<file path="config.mk">
export PLATFORM = sky130hd
export DESIGN_NAME = bp_be_fdivsqrt_ctrl
export DESIGN_NICKNAME = d
export VERILOG_FILES = /design/src/rtl/bp_be_hardfloat_pkg.sv /design/src/rtl/bsg_dff_reset_en.sv /design/src/rtl/bp_be_fdivsqrt_ctrl.sv
export SDC_FILE = /design/constraint.sdc
export NUM_CORES = 1
export LEC_CHECK = 0
export ABC_AREA = 1
export CAP_MARGIN = 30
export CORE_AREA = 2 2 166 168
export CTS_CLUSTER_DIAMETER = 50
export CTS_CLUSTER_SIZE = 12
export DETAILED_ROUTE_END_ITERATION = 6
export DIE_AREA = 0 0 168 170
export GPL_ROUTABILITY_DRIVEN = 0
export MAX_ROUTING_LAYER = met4
export PLACE_DENSITY = 0.59
export SLEW_MARGIN = 10
export SYNTH_ARGS = -nofsm -noshare
export SYNTH_HDL_FRONTEND = slang
export SYNTH_SLANG_ARGS = --single-unit
</file>
<file path="constraint.sdc">
create_clock -name clk_i -period 1.9 [get_ports clk_i]
set_input_delay 0.38 -clock clk_i [delete_from_list [all_inputs] [get_ports clk_i]]
set_output_delay 0.38 -clock clk_i [all_outputs]
set_load 0.01 [all_outputs]
</file>
<file path="src/rtl/bp_be_hardfloat_pkg.sv">
// Shared hardfloat types: recoded dp layout, NaN/const encodings
// and the divide/sqrt controller state enum.
package bp_be_hardfloat_pkg;

  localparam int dp_rec_width_gp = 65;
  localparam int fflags_width_gp = 5;

  // eflags bit positions: {NV,DZ,OF,UF,NX}
  localparam int eflag_nv_gp = 4;
  localparam int eflag_dz_gp = 3;

  typedef struct packed {
    logic        sign;
    logic [11:0] exp;
    logic [51:0] fract;
  } bp_hardfloat_rec_dp_s;

  localparam bp_hardfloat_rec_dp_s dp_canonical_rec =
    {1'b0, 12'he00, 52'h8000000000000};
  localparam bp_hardfloat_rec_dp_s dp_rec_1_0 =
    {1'b0, 12'h800, 52'h0};
  localparam bp_hardfloat_rec_dp_s dp_rec_0_0 =
    {1'b0, 12'h000, 52'h0};

  typedef enum logic [2:0] {
    e_idle,
    e_issue,
    e_busy,
    e_drain,
    e_done
  } bp_be_fdivsqrt_state_e;

  // Invalid results collapse to the canonical NaN.
  function automatic logic [dp_rec_width_gp-1:0] fix_result
    (input logic [dp_rec_width_gp-1:0] data,
     input logic [fflags_width_gp-1:0] eflags);
    return eflags[eflag_nv_gp] ? dp_canonical_rec : data;
  endfunction

endpackage

</file>
<file path="src/rtl/bsg_dff_reset_en.sv">
// Enabled register with synchronous active-high reset to zero.
// Ports: clk_i, reset_i, en_i, data_i -> data_o.
module bsg_dff_reset_en #(
  parameter int width_p = 1
) (
  input  logic               clk_i,
  input  logic               reset_i,
  input  logic               en_i,
  input  logic [width_p-1:0] data_i,
  output logic [width_p-1:0] data_o
);

  logic [width_p-1:0] r_data;

  always_ff @(posedge clk_i) begin
    if (reset_i)
      r_data <= '0;
    else if (en_i)
      r_data <= data_i;
  end

  assign data_o = r_data;

endmodule

</file>
<file path="src/rtl/bp_be_fdivsqrt_ctrl.sv">
// Control FSM around the shared external divide/sqrt datapath:
// request capture, issue, result/flag fixup, kill drain, watchdog.
import bp_be_hardfloat_pkg::*;

module bp_be_fdivsqrt_ctrl #(
  parameter int latency_max_p = 64
) (
  input  logic        clk_i,
  input  logic        reset_i,

  input  logic        v_i,
  output logic        ready_o,
  input  logic        sqrt_i,
  input  logic        sp_i,
  input  logic [64:0] a_i,
  input  logic [64:0] b_i,
  input  logic [2:0]  rm_i,
  input  logic        kill_i,

  output logic        ds_v_o,
  input  logic        ds_ready_i,
  output logic        ds_sqrt_o,
  output logic        ds_sp_o,
  output logic [64:0] ds_a_o,
  output logic [64:0] ds_b_o,
  output logic [2:0]  ds_rm_o,
  input  logic        ds_v_i,
  input  logic [64:0] ds_data_i,
  input  logic [4:0]  ds_eflags_i,

  output logic        v_o,
  output logic [64:0] data_o,
  output logic [4:0]  fflags_o,
  input  logic        yumi_i,
  output logic        timeout_o
);

  localparam int cnt_w_lp = $clog2(latency_max_p+1);
  localparam logic [cnt_w_lp-1:0] cnt_sat_lp =
    cnt_w_lp'(latency_max_p);
  localparam logic [cnt_w_lp-1:0] cnt_fire_lp =
    cnt_w_lp'(latency_max_p-1);

  bp_be_fdivsqrt_state_e r_state;
  logic [cnt_w_lp-1:0]   r_cnt;

  logic w_accept;
  logic w_inflight;
  logic w_fire;
  logic w_capture;

  assign w_accept   = (r_state == e_idle) & v_i & ~kill_i;
  assign w_inflight = (r_state == e_busy)
                    | (r_state == e_drain);
  assign w_fire     = w_inflight & (r_cnt == cnt_fire_lp);
  assign w_capture  = (r_state == e_busy) & ds_v_i
                    & ~kill_i & ~w_fire;

  always_ff @(posedge clk_i) begin
    if (reset_i) begin
      r_state <= e_idle;
      r_cnt   <= '0;
    end else begin
      unique case (r_state)
        e_idle:
          if (w_accept) r_state <= e_issue;
        e_issue:
          // a kill racing the handshake still owns the datapath
          if (ds_ready_i)
            r_state <= kill_i ? e_drain : e_busy;
          else if (kill_i)
            r_state <= e_idle;
        e_busy:
          if (w_fire)
            r_state <= e_idle;
          else if (kill_i)
            r_state <= ds_v_i ? e_idle : e_drain;
          else if (ds_v_i)
            r_state <= e_done;
        e_drain:
          if (w_fire | ds_v_i) r_state <= e_idle;
        e_done:
          if (yumi_i | kill_i) r_state <= e_idle;
        default:
          r_state <= e_idle;
      endcase

      // zero outside flight, so busy/drain always start at 0
      if (w_inflight)
        r_cnt <= (r_cnt == cnt_sat_lp) ? r_cnt
                                       : r_cnt + 1'b1;
      else
        r_cnt <= '0;
    end
  end

  logic [134:0] w_req_d;
  logic [134:0] w_req_q;

  assign w_req_d = {sqrt_i, sp_i, rm_i, a_i, b_i};

  bsg_dff_reset_en #(.width_p(135)) u_req (
    .clk_i   (clk_i),
    .reset_i (reset_i),
    .en_i    (w_accept),
    .data_i  (w_req_d),
    .data_o  (w_req_q)
  );

  assign ds_sqrt_o = w_req_q[134];
  assign ds_sp_o   = w_req_q[133];
  assign ds_rm_o   = w_req_q[132:130];
  assign ds_a_o    = w_req_q[129:65];
  assign ds_b_o    = w_req_q[64:0];

  logic [4:0]  w_res_flags;
  logic [69:0] w_res_d;
  logic [69:0] w_res_q;

  // sqrt cannot divide by zero
  always_comb begin
    w_res_flags = ds_eflags_i;
    w_res_flags[eflag_dz_gp] =
      ds_eflags_i[eflag_dz_gp] & ~ds_sqrt_o;
  end

  assign w_res_d = {fix_result(ds_data_i, ds_eflags_i),
                    w_res_flags};

  bsg_dff_reset_en #(.width_p(70)) u_res (
    .clk_i   (clk_i),
    .reset_i (reset_i),
    .en_i    (w_capture),
    .data_i  (w_res_d),
    .data_o  (w_res_q)
  );

  assign data_o    = w_res_q[69:5];
  assign fflags_o  = w_res_q[4:0];

  assign ready_o   = (r_state == e_idle);
  assign ds_v_o    = (r_state == e_issue);
  assign v_o       = (r_state == e_done);
  assign timeout_o = w_fire;

endmodule
</file>
==> results of run 1 <==
## metrics by stage
stage                     area, um2   util  std cells  setup slack [ps]
after floorplan                7640      -        976               386
after global placement        12200  0.459       1698             -96.6
after detailed placement      12200  0.459       1698             -67.2
after CTS                     13300  0.501       1751             -20.6
after global routing          13400  0.502       1753             -34.2
final                         13400  0.502       1753              47.7
## worst max-delay path, delay by kind of cell (launching register included)
family | cells | cell delay (ps)
flip-flops | 1 | 350
adder cells (fa/ha/maj) | 1 | 150
AND/OR/NAND/NOR | 3 | 290
buffers and inverters | 2 | 150
## power groups by stage
stage	Sequential (uW)	Clock [uW]	Combinational [uW]
2_1_floorplan	5310	0	804
3_3_place_gp	5140	0	2390
3_5_place_dp	5150	0	2400
4_1_cts	5060	6060	2410
5_1_grt	5100	6250	2620
6_report	5060	5880	2380
## path summary, 6_finish.rpt
path                 endpoint  slack [ps]
max                 timeout_o          50
min          u_res.data_o[23]         400
max reg2reg  u_res.data_o[67]         160
min reg2reg   u_res.data_o[9]         460
## placed cells by master (no fill, tap or decap), types with 2 or more instances in the layout
cell type        instances
clkdlybuf4s50_1        409
nor2_1                 290
dfxtp_1                210
nand2_1                135
o21ai_0                130
a21oi_1                 70
clkbuf_16               32
inv_1                   17
o21ai_1                 17
buf_4                   17
nand3_1                  9
buf_12                   9
clkinv_2                 5
bufinv_16                5
dfxtp_2                  5
nor2_2                   4
inv_2                    4
inv_6                    4
nor3_1                   3
inv_8                    3
dlymetal6s2s_1           3
dlygate4sd2_1            3
nand2_4                  2
nand3_4                  2
nor3_2                   2
nand4_1                  2
clkinvlp_4               2
buf_2                    2
buf_6                    2
## sequential cells by signal, summed over array words and instances, names as in the netlist
signal,count
r_state,3
r_cnt,7
u_res.data_o,70
u_req.data_o,135
## cells by family after synthesis
kind of cell / count (synthesis) / synth area share
DFF: 215 / 0.564
and+or+nand+nor: 452 / 0.232
xor gates and xnor gates: 2 / 0.00229
AOI/OAI and AO/OA: 218 / 0.143
adders and majority gates: 2 / 0.00328
buffers and inverters: 87 / 0.0560
## repair_timing
action | CTS | global route
gates cloned | 0 | 1
setup buffers | 1 | 1
hold buffers | 0 | 0
resized for setup | 30 | 9
setup endpoints to repair | 7 | 20
endpoints found under the hold margin | 0 | 0
pin swaps | 2 | 2
## area by class of cell
class | count | area (um2) | share of cell area
multi-input combinational | 674 | 2960 | 0.221
sequential | 215 | 4310 | 0.322
inverter | 23 | 90.1 | 0.00673
clock inverter | 19 | 263 | 0.0196
timing repair buffer | 448 | 4540 | 0.339
tap | 341 | 427 | 0.0319
clock buffer | 33 | 793 | 0.0593
## routing by layer
layer | vias to the layer above | wire length (um) | track usage
met3 | 43 | 2640 | 0.0672
met2 | 324 | 12400 | 0.297
met4 | 0 | 686 | 0.0495
met5 | - | 0 | -
li1 | 3972 | - | -
met1 | 3528 | 11300 | 0.215
==> flow_summary.json, run 1 <==
{
  "status": "finished clean",
  "via_per_inst": 4.49,
  "drc": 0,
  "drt_wl_total_um": 27000,
  "drtAntennaViolNets": 0,
  "powerDensity_mw_per_mm2": 995,
  "port_buffers": 420,
  "chipWidth_um": 168,
  "fp-row-count": 60,
  "first_global_vias": 7579,
  "slowest_stage": "dfxtp_2",
  "core_mm2": 0.0267,
  "p_clk_frac": 0.442,
  "cts_tree": "done",
  "synth_commonest_cells": "nor2_1 (292), dfxtp_1 (215), nand2_1 (136)",
  "drt_iter0_markers": 413,
  "cpPeakStageDelay_ps": 350,
  "fin_setup_tns_ps": 0,
  "timing.rr.start": "r_cnt[0]",
  "yosysUniqueCellTypes": 25,
  "grt_pass1_wl_um": 40800,
  "min_from": "ds_data_i[18]",
  "clockBufferDepth": 3,
  "postSynthNetCount": 1190,
  "reg2reg_depth": 10,
  "synth_area_leader_cell": "dfxtp_1",
  "fin_hold_ws_ps": 396,
  "fmax_ghz": 0.540,
  "p_int_uw": 9900,
  "rsz0062_at_grt": "true",
  "relSlewSlack": 0.513,
  "critical_path.startpoint_type": "flop",
  "crit_path_start": "r_cnt[0]",
  "yosysSeqAreaShare": 0.564,
  "grt_max_degree": 78,
  "pwr-share-comb": 0.179,
  "cts_root_buf": "clkbuf_16",
  "yosysMostFrequentCell": "nor2_1",
  "clkSinkCount": 215,
  "worstPathArrival_ps": 1470,
  "drv_cap": 0,
  "timing.final.crit_period_ps": 1850,
  "path_cells": "ha_4, nand2_4, nor2_4, nand3_4, inv_2, buf_6",
  "synth_top_flop_cell": "dfxtp_1",
  "drive_gt1_frac": 0.0765,
  "dr_total_vias": 7867,
  "finalSetupViolations": 0,
  "fillers": 2572,
  "nets": 1606,
  "path_class": "flop to primary output",
  "grt_overflow": 0,
  "wl_per_cell_um": 15.4,
  "total_power_uw": 13300,
  "io_pins": 421,
  "dr.pass1.iters": 6,
  "clk_pin_slew_ps": 60,
  "synth_edf_count": 0,
  "antenna_found_initial": 0,
  "critPathCaptureType": "primary output",
  "tightest_slew_ps": 730,
  "synth_top_area_frac": 0.564,
  "synthTopCellsByArea": "dfxtp_1 (56%), nor2_1 (14%), o21ai_0 (8.5%)",
  "die_h_um": 170,
  "start_util": 0.287,
  "drv_slew": 0,
  "yosys_warnings": 0,
  "crit_required_ps": 1520,
  "synthesis.area_mm2": 0.00764,
  "fin_skew_ps": 12.0,
  "clock_latency_ps": 530,
  "ys_seq_elements": 215,
  "diodes": 0,
  "worstHoldPathCells": 3,
  "p_switching_uw": 3420,
  "seq_power_share": 0.380,
  "async_reset_ff_frac": 0,
  "path_max_fanout": 4,
  "p_leak_uw": 0.00504,
  "hold_class": "input port to flop",
  "syn_inst": 976,
  "syn_to_final_growth_pct": 75.2,
  "post-route-period-util": 0.975,
  "hpwl_um": 18800,
  "cts_made_buffers": 30,
  "irDropWorstVdd_uv": 648,
  "fp.dieArea_mm2": 0.0286,
  "switching_share": 0.257,
  "grt_util_all_layers": 0.183,
  "htree_levels": 1,
  "postSynthAreaPerCell_um2": 7.83,
  "hold_violations": 0
}
No activity file was read; power rests on OpenSTA's default activity.
==> run 2, diff against run 1 <==
Settings changed: CORE_AREA 2 2 166 168 to 2 2 165 167, DIE_AREA 0 0 168 170 to 0 0 167 169, PLACE_DENSITY 0.59 to 0.6.
Clock period 1.9 ns to 2.3 ns, I/O delays scaled along.
==> run 2 against run 1 <==
- sequential share of layout area increased by 0.34 points
- worst hold slack improved by 65 ps
- critical path depth unchanged
- global-route usage increased by 0.50 points
- worst setup slack improved by 120 ps
- clock power decreased by 21%
- cell count decreased by 0.17%
- critical path type unchanged
==> flow_summary.json, run 2 (synthesized netlist as in run 1, its figures left out) <==
{
  "timing.rr.start": "r_cnt[0]",
  "powerDensity_mw_per_mm2": 815,
  "clockBufferDepth": 3,
  "worstPathArrival_ps": 1670,
  "timing.rr.end": "u_res.data_o[67]",
  "dr_total_vias": 7839,
  "crit_path_start": "r_cnt[0]",
  "cts_hold_buf": 0,
  "fin_skew_ps": 16.8,
  "die_h_um": 169,
  "critical_path.startpoint_type": "flop",
  "drc": 0,
  "antenna_found_initial": 0,
  "core_mm2": 0.0265,
  "timing.final.crit_period_ps": 2130,
  "first_global_vias": 7812,
  "reg2reg_depth": 9,
  "drive_gt1_frac": 0.0610,
  "htree_levels": 1,
  "syn_to_final_growth_pct": 73.1,
  "path_class": "flop to primary output",
  "pwr-share-comb": 0.181,
  "post-route-period-util": 0.925,
  "clk_pin_slew_ps": 60,
  "hold_class": "flop to flop",
  "crit_required_ps": 1840,
  "grt_max_degree": 81,
  "final_cell_mix": "clkdlybuf4s50_1 (415), nor2_1 (292), dfxtp_1 (215)",
  "largest_register_ffs": 135,
  "grt_util_all_layers": 0.188,
  "critPathCaptureType": "primary output",
  "cts_root_buf": "clkbuf_16",
  "cts_setup_buffers": 0,
  "seq_power_share": 0.388,
  "port_buffers": 420,
  "clkSinkCount": 215,
  "grt_pass1_wl_um": 41900,
  "dr.pass1.iters": 4,
  "p_int_uw": 7970,
  "p_switching_uw": 2810,
  "grt_overflow": 0,
  "rsz0062_at_grt": "false",
  "cts_tree": "done",
  "drt_wl_total_um": 27200,
  "p_leak_uw": 0.00488,
  "p_clk_frac": 0.431,
  "drtAntennaViolNets": 0,
  "relSlewSlack": 0.509,
  "tightest_slew_ps": 736,
  "fp.dieArea_mm2": 0.0282,
  "cts_made_buffers": 30,
  "hold_violations": 0,
  "post-route-util": 0.499,
  "diodes": 0,
  "regToRegSetupSlack_ps": 470,
  "chipWidth_um": 167,
  "via_per_inst": 4.48,
  "cp-endpoint": "timeout_o",
  "io_pins": 421,
  "status": "finished clean",
  "drt_iter0_markers": 475,
  "clock_latency_ps": 540,
  "final_common_cell": "clkdlybuf4s50_1",
  "fmax_ghz": 0.470,
  "finalSetupViolations": 0,
  "path_max_fanout": 3,
  "irDropWorstVdd_uv": 670,
  "switching_share": 0.261,
  "fp-row-count": 60,
  "wl_per_cell_um": 15.5,
  "drv_slew": 0,
  "fin_setup_tns_ps": 0,
  "fillers": 2551,
  "drv_cap": 0,
  "nets": 1599,
  "hpwl_um": 19400,
  "start_util": 0.288
}
run 2: cell types whose count changed in the layout (fill, tap and decap cells not counted), moves of 4 or more:
cell             delta
buf_4               -5
clkbuf_1            +4
clkbuf_8            +4
clkdlybuf4s50_1     +6
dfxtp_1             +5
dfxtp_2             -5
run 2: final cells by class:
class	instances	area (um2)	area share
clock buffers	41	863	0.0653
clock inverters	15	161	0.0122
inverters	23	90.1	0.00681
multi-input cells	674	2910	0.220
flip-flops and latches	215	4300	0.326
well taps	341	427	0.0323
repair buffers	441	4460	0.338
run 2: metal layers:
layer	GRT usage	vias to the layer above	routed length, um
li1	-	3955	-
met4	0.0577	0	835
met2	0.305	323	12400
met5	-	-	0
met1	0.225	3507	11600
met3	0.0585	54	2330
run 2: worst min path at each step:
| stage | start | endpoint | cells after the start |
|---|---|---|---|
| after global routing | ds_data_i[19] | u_res.data_o[24] | 3 |
| after global placement | u_res.data_o[20] | u_res.data_o[20] | 2 |
| after floorplan | r_cnt[6] | r_cnt[6] | 2 |
| final | u_res.data_o[7] | u_res.data_o[7] | 2 |
| after detailed placement | u_res.data_o[30] | u_res.data_o[30] | 2 |
| after CTS | ds_data_i[2] | u_res.data_o[7] | 3 |
run 2: what timing repair did:
action / 4_1_cts / 5_1_grt
resized for setup: 4 / 2
gates cloned: 0 / 0
endpoints found under the setup margin: 3 / 2
run 2: critical path, stage by stage, from the launching register on:
cell      delay (ps)
dfxtp_1          360
ha_1             180
nand2_1           70
nor2_1           160
nand3_2          140
inv_1             80
clkbuf_2         140
run 2: power groups by stage:
stage | Clock [uW] | Combinational, uW | Sequential (uW)
floorplan | 0 | 664 | 4390
global placement | 0 | 1960 | 4250
detailed placement | 0 | 1970 | 4260
CTS | 4780 | 1980 | 4180
global route | 4910 | 2140 | 4220
finish | 4650 | 1950 | 4180
run 2: through the flow:
stage	hold WS, ps	setup WS (ps)	cells	power, uW	area (um2)
2_1_floorplan	463	786	976	5050	7640
3_3_place_gp	451	173	1694	6210	12200
3_5_place_dp	455	186	1694	6240	12200
4_1_cts	437	3.91	1750	10900	13200
5_1_grt	462	44.8	1750	11300	13200
6_report	461	171	1750	10800	13200
==> run 3, diff against run 2 <==
Settings changed: ABC_AREA 1 to unset, CORE_AREA 2 2 165 167 to 2 2 163 165, DIE_AREA 0 0 167 169 to 0 0 165 167, PLACE_DENSITY 0.6 to 0.62.
Clock period 2.3 ns to 2.7 ns, I/O delays scaled along.
==> run 3 against run 2 <==
- worst hold slack got worse by 12 ps
- critical path type unchanged
- area after synthesis rose by 3.5%
- sequential power fell by 20%
- critical endpoint is now ds_v_o
- clock skew fell by 3.8 ps
- sequential share of layout area fell by 0.50 points
- highest routed layer unchanged
==> flow_summary.json, run 3 <==
{
  "clockBufferDepth": 3,
  "drc": 0,
  "grt_overflow": 0,
  "drive_gt1_frac": 0.0625,
  "regToRegSetupSlack_ps": 740,
  "final_common_cell": "clkdlybuf4s50_1",
  "synthTopCellsByArea": "dfxtp_1 (54%), nand2_1 (16%), a21oi_1 (13%)",
  "fp-row-count": 59,
  "min_to": "u_res.data_o[3]",
  "yosys_warnings": 0,
  "timing.rr.start": "r_cnt[0]",
  "synth_top_flop_cell": "dfxtp_1",
  "grt_util_all_layers": 0.195,
  "worstPathArrival_ps": 1980,
  "clkSinkCount": 215,
  "reg2reg_depth": 7,
  "synth_top_area_frac": 0.544,
  "syn_to_final_growth_pct": 69.8,
  "dr_total_vias": 7903,
  "postSynthNetCount": 1181,
  "start_util": 0.307,
  "path_max_fanout": 11,
  "cts_tree": "done",
  "worstHoldPathCells": 2,
  "final_cell_mix": "clkdlybuf4s50_1 (418), nand2_1 (344), dfxtp_1 (215)",
  "p_leak_uw": 0.00465,
  "relSlewSlack": 0.583,
  "fin_setup_tns_ps": 0,
  "fin_skew_ps": 13.0,
  "timing.final.crit_period_ps": 2520,
  "hpwl_um": 19200,
  "dr.pass1.iters": 4,
  "async_reset_ff_frac": 0,
  "yosysUniqueCellTypes": 33,
  "synth_commonest_cells": "nand2_1 (345), dfxtp_1 (215), a21oi_1 (203)",
  "grt_pass1_wl_um": 41800,
  "syn_inst": 967,
  "synthesis.area_mm2": 0.00791,
  "status": "finished clean",
  "drv_slew": 0,
  "synth_edf_count": 0,
  "postSynthAreaPerCell_um2": 8.18,
  "drv_cap": 0,
  "cts_root_buf": "clkbuf_16",
  "ys_seq_elements": 215,
  "nets": 1583,
  "htree_levels": 1,
  "drt_wl_total_um": 27300,
  "fp.dieArea_mm2": 0.0276,
  "clock_latency_ps": 540,
  "finalSetupViolations": 0,
  "irDropWorstVdd_uv": 440,
  "cts_made_buffers": 30,
  "yosysMostFrequentCell": "nand2_1",
  "rsz0062_at_grt": "false",
  "die_h_um": 167,
  "critPathCaptureType": "primary output",
  "antenna_found_initial": 1,
  "synth_area_leader_cell": "dfxtp_1",
  "io_pins": 421,
  "critical_path.startpoint_type": "flop",
  "clk_pin_slew_ps": 60,
  "grt_max_degree": 74,
  "min_from": "u_res.data_o[3]",
  "drt_iter0_markers": 413,
  "crit_required_ps": 2160,
  "chipWidth_um": 165,
  "fmax_ghz": 0.397,
  "powerDensity_mw_per_mm2": 617,
  "first_global_vias": 7784,
  "yosysSeqAreaShare": 0.544,
  "hold_violations": 0,
  "wl_per_cell_um": 15.8,
  "fin_hold_ws_ps": 450,
  "hold_class": "flop to flop",
  "largest_register_ffs": 135,
  "path_class": "flop to primary output",
  "via_per_inst": 4.58,
  "timing.rr.end": "u_res.data_o[52]",
  "core_mm2": 0.0258,
  "tightest_slew_ps": 625,
  "port_buffers": 420,
  "post-route-period-util": 0.932,
  "drtAntennaViolNets": 0
}
==> run 3: changes by cell type in the layout (fill, tap and decap cells not counted), moves of 4 or more <==
| cell | change |
|---|---|
| o21ai_0 | -128 |
| nand2_1 | +208 |
| inv_6 | +4 |
| nor2_1 | -279 |
| nor3b_1 | +4 |
| nand3_1 | -6 |
| buf_4 | +9 |
| a21oi_1 | +133 |
| nor3_1 | +6 |
| o21ai_1 | -17 |
| inv_1 | -15 |
| nand3b_1 | +64 |
| clkbuf_8 | -4 |
==> run 3: layer usage <==
metal	vias to the layer above	wire length, um	GRT usage
met2	309	12700	0.318
met4	0	744	0.0628
met5	-	0	-
met3	49	2940	0.0712
met1	3564	10900	0.221
li1	3981	-	-
==> run 3: area by class of cell <==
cell class              instances  area, um2
inverters                       3       11.3
fillers                      2425      12300
clock inverters                19        193
well taps                     335        419
clock buffers                  35        801
multi-input cells             672       3220
diodes                          1       2.50
flip-flops and latches        215       4300
repair buffers                447       4480
==> run 3: cells by family after synthesis <==
| family | after synthesis | share of synthesized area |
|---|---|---|
| adder cells (fa/ha/maj) | 2 | 0.00316 |
| XOR/XNOR | 5 | 0.00554 |
| AO/OA/AOI/OAI | 212 | 0.138 |
| multiplexers | 1 | 0.00127 |
| buffers and inverters | 80 | 0.0516 |
| flip-flops | 215 | 0.544 |
| AND/OR/NAND/NOR | 452 | 0.256 |
==> run 3: worst max-delay path, stage by stage (launching register included) <==
cell and delay (ps):
dfxtp_1 560, nor3b_1 300, clkdlybuf4s50_1 580
==> run 3: worst max-delay path by stage <==
stage                     from                end  slack [ps]  depth (start not counted)
floorplan             r_cnt[0]          timeout_o         960                          4
global placement        kill_i    u_req.data_o[1]         340                          6
finish              r_state[0]             ds_v_o         180                          2
global route        r_state[0]             ds_v_o          40                          2
CTS                   r_cnt[0]          timeout_o         140                          5
detailed placement      kill_i  u_req.data_o[110]         290                          6
==> run 3: per-stage QoR <==
stage | instances | util | setup slack [ps] | cell area (um2) | power, uW
2_1_floorplan | 967 | - | 955 | 7910 | 3810
3_3_place_gp | 1672 | 0.482 | 345 | 12400 | 4480
3_5_place_dp | 1672 | 0.482 | 292 | 12400 | 4490
4_1_cts | 1726 | 0.521 | 138 | 13400 | 8400
5_1_grt | 1727 | 0.521 | 40.6 | 13400 | 8620
6_report | 1727 | 0.521 | 184 | 13400 | 8280
==> run 3: timing repair <==
action	in CTS	in global routing
setup buffers	0	0
resized for setup	2	0
setup endpoints to repair	1	0
hold buffers	0	0
==> run 3: where the power goes <==
| part | internal, uW | total, uW | switching [uW] |
|---|---|---|---|
| combinational | 606 | 1050 | 446 |
| clock | 2340 | 3870 | 1530 |
| sequential | 3300 | 3360 | 65.2 |
